===== src/rtl/my_op_accumulator_pkg.sv =====
// Shared encodings for the operand accumulator: FSM states and operand selects.
package MyOpPkg;

  // IDLE: empty block, ACCUM: partially filled block, DONE: holding a finished sum
  typedef enum logic [1:0] {
    IDLE  = 2'd0,
    ACCUM = 2'd1,
    DONE  = 2'd2
  } state_t;

  localparam logic [1:0] SEL_ADD  = 2'd0;
  localparam logic [1:0] SEL_SUB  = 2'd1;
  localparam logic [1:0] SEL_MUL  = 2'd2;
  localparam logic [1:0] SEL_NONE = 2'd3;

endpackage


===== src/rtl/my_op_accumulator.sv =====
// Block accumulator: sums LEN selected operator results per block, then
// offers the sum on a valid/ready output and waits for the handoff.
module my_op_accumulator
  import MyOpPkg::*;
#(
  parameter int LEN   = 8,
  parameter int ACC_W = 12
) (
  input  logic             clock,
  input  logic             reset,
  input  logic             io_clear,
  input  logic [1:0]       io_sel,
  input  logic [3:0]       io_in_add,
  input  logic [3:0]       io_in_sub,
  input  logic [7:0]       io_in_mul,
  input  logic             io_in_valid,
  output logic             io_in_ready,
  output logic [ACC_W-1:0] io_out_sum,
  output logic             io_out_valid,
  input  logic             io_out_ready,
  output logic [3:0]       io_count,
  output logic             io_overflow
);

  // Count value before the transfer that completes a block.
  localparam logic [3:0] LAST_COUNT = 4'(LEN - 1);

  state_t           state_reg, state_next;
  logic [ACC_W-1:0] acc_reg, acc_next;
  logic [3:0]       count_reg, count_next;
  logic             overflow_reg, overflow_next;

  logic [ACC_W-1:0] operand;
  logic [ACC_W:0]   sum_ext;
  logic             transfer;

  // Outputs decode directly from the registered state so async reset is seen at once.
  assign io_in_ready  = (state_reg != DONE);
  assign io_out_valid = (state_reg == DONE);
  assign io_out_sum   = io_out_valid ? acc_reg : '0;
  assign io_count     = count_reg;
  assign io_overflow  = overflow_reg;

  assign transfer = io_in_valid && io_in_ready;

  // Operand mux: selected result zero-extended to the accumulator width.
  always_comb begin
    operand = '0;
    case (io_sel)
      SEL_ADD:  operand = ACC_W'(io_in_add);
      SEL_SUB:  operand = ACC_W'(io_in_sub);
      SEL_MUL:  operand = ACC_W'(io_in_mul);
      default:  operand = '0;
    endcase
  end

  // One extra bit on the adder exposes the carry-out for the sticky overflow.
  assign sum_ext = {1'b0, acc_reg} + {1'b0, operand};

  // Next-state logic; clear overrides any transfer or handoff in the same cycle.
  always_comb begin
    state_next    = state_reg;
    acc_next      = acc_reg;
    count_next    = count_reg;
    overflow_next = overflow_reg;
    if (io_clear) begin
      state_next    = IDLE;
      acc_next      = '0;
      count_next    = '0;
      overflow_next = 1'b0;
    end else begin
      case (state_reg)
        IDLE, ACCUM: begin
          if (transfer) begin
            acc_next      = sum_ext[ACC_W-1:0];
            overflow_next = overflow_reg | sum_ext[ACC_W];
            count_next    = count_reg + 4'd1;
            state_next    = (count_reg == LAST_COUNT) ? DONE : ACCUM;
          end
        end
        DONE: begin
          if (io_out_ready) begin
            state_next    = IDLE;
            acc_next      = '0;
            count_next    = '0;
            overflow_next = 1'b0;
          end
        end
        default: begin
          state_next    = IDLE;
          acc_next      = '0;
          count_next    = '0;
          overflow_next = 1'b0;
        end
      endcase
    end
  end

  // State registers with asynchronous reset to an empty block.
  always_ff @(posedge clock or posedge reset) begin
    if (reset) begin
      state_reg    <= IDLE;
      acc_reg      <= '0;
      count_reg    <= '0;
      overflow_reg <= 1'b0;
    end else begin
      state_reg    <= state_next;
      acc_reg      <= acc_next;
      count_reg    <= count_next;
      overflow_reg <= overflow_next;
    end
  end

endmodule


===== config.mk =====
export PLATFORM = sky130hd
export DESIGN_NAME = my_op_accumulator
export DESIGN_NICKNAME = d
export VERILOG_FILES = /design/src/rtl/my_op_accumulator_pkg.sv /design/src/rtl/my_op_accumulator.sv
export SDC_FILE = /design/constraint.sdc
export NUM_CORES = 1
export LEC_CHECK = 0
export ABC_AREA = 1
export CAP_MARGIN = 20
export CORE_MARGIN = 2
export CORE_UTILIZATION = 30
export DETAILED_ROUTE_END_ITERATION = 8
export PLACE_DENSITY = 0.59
export SLEW_MARGIN = 0
export SYNTH_ARGS = -nofsm -noshare
export SYNTH_HDL_FRONTEND = slang
export SYNTH_SLANG_ARGS = --single-unit

===== constraint.sdc =====
create_clock -name clock -period 1.7 [get_ports clock]
set_clock_uncertainty 0.05 [all_clocks]
set_input_delay 0.34 -clock clock [delete_from_list [all_inputs] [get_ports clock]]
set_output_delay 0.34 -clock clock [all_outputs]
set_load 0.03 [all_outputs]

**Word-level counts from Yosys, hierarchy flattened**

Cells that the tools add are included.

- Mux-type cells: 19
- Eq/ne operators: 8
- Reductions and logical operators: 5
- $add $sub $neg: 2
- Bitwise gates (word level): 1

Operators with widths:

| kind | number |
|---|---|
| 12-bit two-way mux | 4 |
| 12-bit one-hot mux with 2 select lines | 1 |
| 8-bit one-hot mux with 3 select lines | 1 |
| 12-bit by 12-bit adder with 13-bit output | 1 |
| 4-bit two-way mux | 3 |
| 2-bit two-way mux | 4 |
| 4-bit one-hot mux with 2 select lines | 1 |
| 4-bit by 1-bit adder with 4-bit output, second input constant | 1 |
| 2-bit by 1-bit == test with 1-bit output, second input constant | 2 |
| 2-bit == test, second input constant | 2 |
| 4-bit by 3-bit == test with 1-bit output, second input constant | 1 |
| 2-bit zero test | 2 |
| 2-bit one-hot mux with 2 select lines | 1 |
| 1-bit two-way mux | 3 |
| 3-bit by 2-bit inequality test with 1-bit output, second input constant | 1 |
| 3-bit inequality test, second input constant | 1 |
| 2-bit inequality test, second input constant | 1 |
| 1-bit one-hot mux with 2 select lines | 1 |
| 2-bit AND reduction | 1 |
| 2-bit OR reduction | 1 |
| 1-bit logical AND | 1 |
| 1-bit bitwise OR | 1 |

- Bits in registers: 19
- Output and inout bits: 19
- Bits of input ports: 23

**Logic depth before layout (Yosys ltp)**

- Depth after elaboration: 7
- Mapped depth: 15
- Depth with buffers taken out: 15

**Least setup slack after synthesis**

No wires, ideal clock.

- Path kind: reg2out
- Start point: register state_reg[1]
- End point: output io_out_sum[10]
- Required time: 1.310 ns
- Arrival: 1.597 ns
- Stages on the path, launching flop included: 6
- Setup slack: -0.287 ns
- Cell sequence: dfrtp_1 -> inv_1 -> nor2_4 -> inv_1 -> clkbuf_1 -> nor2_1

- Cells in the longest elaborated chain, start to end: 2

Ends and longest elaborated chain:

| what | RTL line | text |
|---|---|---|
| from (decl) | my_op_accumulator.sv:28 | `state_t state_reg, state_next;` |
| from (signal assigned) | my_op_accumulator.sv:107 | `state_reg <= state_next;` |
| 2-bit == test | my_op_accumulator.sv:39 | `assign io_out_valid = (state_reg == DONE);` |
| net io_out_valid | my_op_accumulator.sv:19 | `output logic io_out_valid,` |
| 12-bit two-way mux | my_op_accumulator.sv:40 | `assign io_out_sum = io_out_valid ? acc_reg : '0;` |
| to (decl) | my_op_accumulator.sv:18 | `output logic [ACC_W-1:0] io_out_sum,` |

The timed path passes the listed nets, and every way through them passes these cells.

**Worst setup path after layout**

- Start point: input io_sel[1]
- End point: register acc_reg[10]

- Cells in the longest elaborated chain, start to end: 6
- Elaborated cells between the ends (all ways): 8
- Those cells by class: add/sub (1); eq/ne (2); mux (4); reduce/logical (1)

Ends and longest elaborated chain:

| what | RTL line | text |
|---|---|---|
| from (decl) | my_op_accumulator.sv:12 | `input logic [1:0] io_sel,` |
| 2-bit == test (tied with other cells) | my_op_accumulator.sv:49 | `case (io_sel)` |
| 8-bit one-hot mux with 3 select lines * | my_op_accumulator.sv:49 |  |
| 12-bit by 12-bit adder with 13-bit output * | my_op_accumulator.sv:58 | `assign sum_ext = {1'b0, acc_reg} + {1'b0, operand};` |
| 12-bit two-way mux * | my_op_accumulator.sv:74 | `if (transfer) begin` |
| 12-bit one-hot mux with 2 select lines * | my_op_accumulator.sv:72 | `case (state_reg)` |
| 12-bit two-way mux * | my_op_accumulator.sv:66 | `if (io_clear) begin` |
| to (signal assigned) | my_op_accumulator.sv:108 | `acc_reg <= acc_next;` |
| to (decl) | my_op_accumulator.sv:29 | `logic [ACC_W-1:0] acc_reg, acc_next;` |

Every way passes the cells marked *; elsewhere a longest branch is shown, timed or not. The select of a mux whose other input is x is not followed.
A chain may end at the register's enable or synchronous reset.

==> out/qor.txt <==
status - completed
first-pass GRT wire length - 7.15 mm
DR WL/cell - 12.0 um
main combinational cell family by area after synthesis - simple AND/OR/NAND/NOR gates
Die X - 74.9 um
CORE AREA - 0.00479 mm^2
die area - 0.00560 mm^2
footprint of the multi-input gates - 0.00123 mm^2
Post-DRT Antenna Nets - 0
CTS sink cnt - 19
Layout area overhead - 81.1%
Reg area - 475 um^2
CP cell instances - buf_8 > inv_8 > nor2_4 > nand2_1 > nand3_1 > ha_2 > fa_2 > nand3_4 > nand2_4 > nand3_4 > nand2_4 > nand2_2 > nand2_1 > nand2_1 > nand2_1
cell count after synthesis - 219
Fill cells - 447
Hold Path Class - input port to async pin
Syn Area/Cell - 6.88 um^2
Die Y - 74.9 um
max-slew violation count - 0
arrival time worst endpoint - 1.78 ns
post-DP HPWL - 2.99 mm
Bufs on Longest Clock Path - 2
synth top area cells - dfrtp_1 (32%), nand2_1 (15%), nor2_1 (8.7%)
WP data required - 1.81 ns
share of cells above drive strength 1 - 47.5%
clock latency at the later pin of the worst-skew pair - 0.27 ns
clock power share - 23.8%
final setup fails - 0
Final Hold Viols - 0
slowest stage cell on the critical path - fa_2
global route overflow - 0
Internal Power - 0.921 mW
kind of critical path - input port to register
Synth Area in Compound Gates - 11.2%
ys async rst share - 100%
top fanout value on the critical path - 5
initial antenna violation count - 0
largest net degree at the start of global routing - 20
number of global-route vias before repair - 1,557
largest area contributor in the netlist - dfrtp_1
Crit path buffers/inverters - 2
Power Density - 526 mW/mm^2
clock-pin slew on the worst setup and hold paths - 0.08 ns
crit path time final - 1.67 ns
RSZ-0062 raised after global routing - true
H-Tree Depth - 1
violation count after the first detailed-route iteration - 76
VDD IR-drop max - 0.000561 V
switching pwr - 0.513 mW
Slew HR - 76.4%
all-layer global routing usage - 16.4%
post-detailed-routing wire length - 4.39 mm
cell count after placement - 348
xor/xnor share of the synthesized area - 1.16%
register share of total power - 37.1%
vias per cell - 4.49
Top Ports - 42
Placed Area - 0.00225 mm^2
Worst path top cell family by delay - simple AND/OR/NAND/NOR gates
clock root buffer - clkbuf_8
Initial Util - 31.5%
Post-Synth Simple-Gate Area - 37.4%
synth unique cells - 24
Fmax - 600 MHz
fin cells - 366
Synthesis Warnings - 0
Startpoint Class - input port
Final Cell Area - 0.00273 mm^2
I/O Buffers - 41
net switching fraction of the power - 35.8%
mapped cell area - 0.00151 mm^2
CTS tree - done
max FFs per register - 12
post-synthesis mux area share - 0%
Seq cells post-synth - 19
EDFF count, synth - 0
DRC violation count after routing - 0
final worst-path cycle share - 98.1%
GPL Wtd Cong - 0.836
Post-Synth Adder-Cell Area - 8.80%
slew of the pin with the lowest slew margin - 0.353 ns
Syn Nets - 252
Worst Setup End Kind - register
max-cap violations - 0
WHS - 0.335 ns
Nets - 333
Logic pwr share - 39.1%
P_leak - 1.33 nW
CP most frequent cell - nand2_1
Pre-antenna DRT Iters - 4
Num CTS Buffers - 3
vias - 1,643
Antenna Cells - 0
max incr delay on CP - 0.39 ns
Seq/Total Area, Yosys - 31.6%
row cnt - 25
post-synth top area share - 31.6%
Top FF cell, synth - dfrtp_1
path summary, 6_finish.rpt:
kind	slack, ns	cells after the start	startpoint	end
hold / removal	0.34	3	reset	acc_reg[0]
min in group clock	0.47	2	acc_reg[10]	acc_reg[10]
hold reg to reg	0.47	2	acc_reg[10]	acc_reg[10]
max in group asynchronous	1.04	3	reset	acc_reg[3]
setup reg to reg	0.06	10	acc_reg[0]	acc_reg[10]
setup / recovery	0.03	15	io_sel[1]	acc_reg[10]
cell usage after synthesis, types with 2 or more instances:
| cell | count |
|---|---|
| ha_1 | 9 |
| nor2_4 | 4 |
| dfrtp_1 | 19 |
| xnor2_1 | 2 |
| inv_2 | 3 |
| nand2_4 | 2 |
| o21ai_1 | 4 |
| inv_1 | 34 |
| a21oi_1 | 10 |
| nand2_1 | 62 |
| nand3_2 | 4 |
| o22ai_2 | 3 |
| nand3_1 | 17 |
| nor2_1 | 35 |
| o21ai_2 | 2 |
cell type report:
class | instances | area share (%)
inverter | 38 | 5.78
sequential | 19 | 17.4
multi-input combinational | 161 | 45.0
clock buffer | 3 | 1.51
tap | 67 | 3.07
clock inverter | 1 | 0.275
timing repair buffer | 77 | 27.0
cell usage in the layout, fill, tap and decap left out, types with 3 or more instances in the layout:
cell type        instances
inv_1                   28
a21oi_2                  4
o22ai_2                  3
clkbuf_8                 3
ha_4                     5
inv_2                    6
buf_4                   32
dlygate4sd2_1           16
nor2_1                  15
a21oi_1                  5
nand3_1                  8
ha_1                     3
nor2_2                   6
nand2_2                 13
nor2_4                  19
buf_6                   16
dfrtp_1                 19
clkdlybuf4s15_1          3
o21ai_1                  4
nand2_4                  6
nand3_2                 11
clkdlybuf4s50_1          4
nand2_1                 45
inv_4                    3
routing by layer:
layer	up-vias	routed length, um	global-route usage (%)
li1	842	-	-
met1	759	2020	22.1
met2	38	2150	27.7
met5	-	0	0
met3	4	167	3.08
met4	0	50	3.17
kinds of logic (layout without fill, tap and decap cells):
group           Yosys count  after routing
simple gates            125            125
buf+inv                  39            119
compound gates           24             24
flops                    19             19
fa+ha+maj                10             10
xor+xnor                  2              2
worst register-to-register path, cell delays in order (launching register included):
cell     delay [ns]
dfrtp_1        0.39
ha_2           0.20
fa_2           0.39
nand3_4        0.08
nand2_4        0.07
nand3_4        0.07
nand2_4        0.08
nand2_2        0.07
nand2_1        0.04
nand2_1        0.05
nand2_1        0.04
timing repair:
action / in CTS / in global routing
cloned: 0 / 1
setup buffers: 8 / 5
resized for setup: 59 / 59
setup endpoints to repair: 29 / 22
pin swaps: 47 / 32
hold buffers: 0 / 0
stage by stage:
step           setup TNS, ns  setup WS (ns)  util, %  power (mW)
5_1_grt               -0.318        -0.0997     57.0        1.53
3_5_place_dp           -8.90         -0.812     46.9        1.00
6_report                   0         0.0326     57.0        1.43
3_3_place_gp           -8.86         -0.781     46.9        1.00
2_1_floorplan              0        0.00118        -       0.803
4_1_cts              -0.0225        -0.0218     51.2        1.39
power by group through the flow:
stage | Sequential [mW] | Clock, mW | Combinational [mW]
after floorplan | 0.574 | 0 | 0.229
after global placement | 0.537 | 0 | 0.468
after detailed placement | 0.538 | 0 | 0.464
after CTS | 0.531 | 0.357 | 0.502
after global routing | 0.541 | 0.380 | 0.613
final | 0.532 | 0.341 | 0.561
Power figures use the tool's default switching activity.
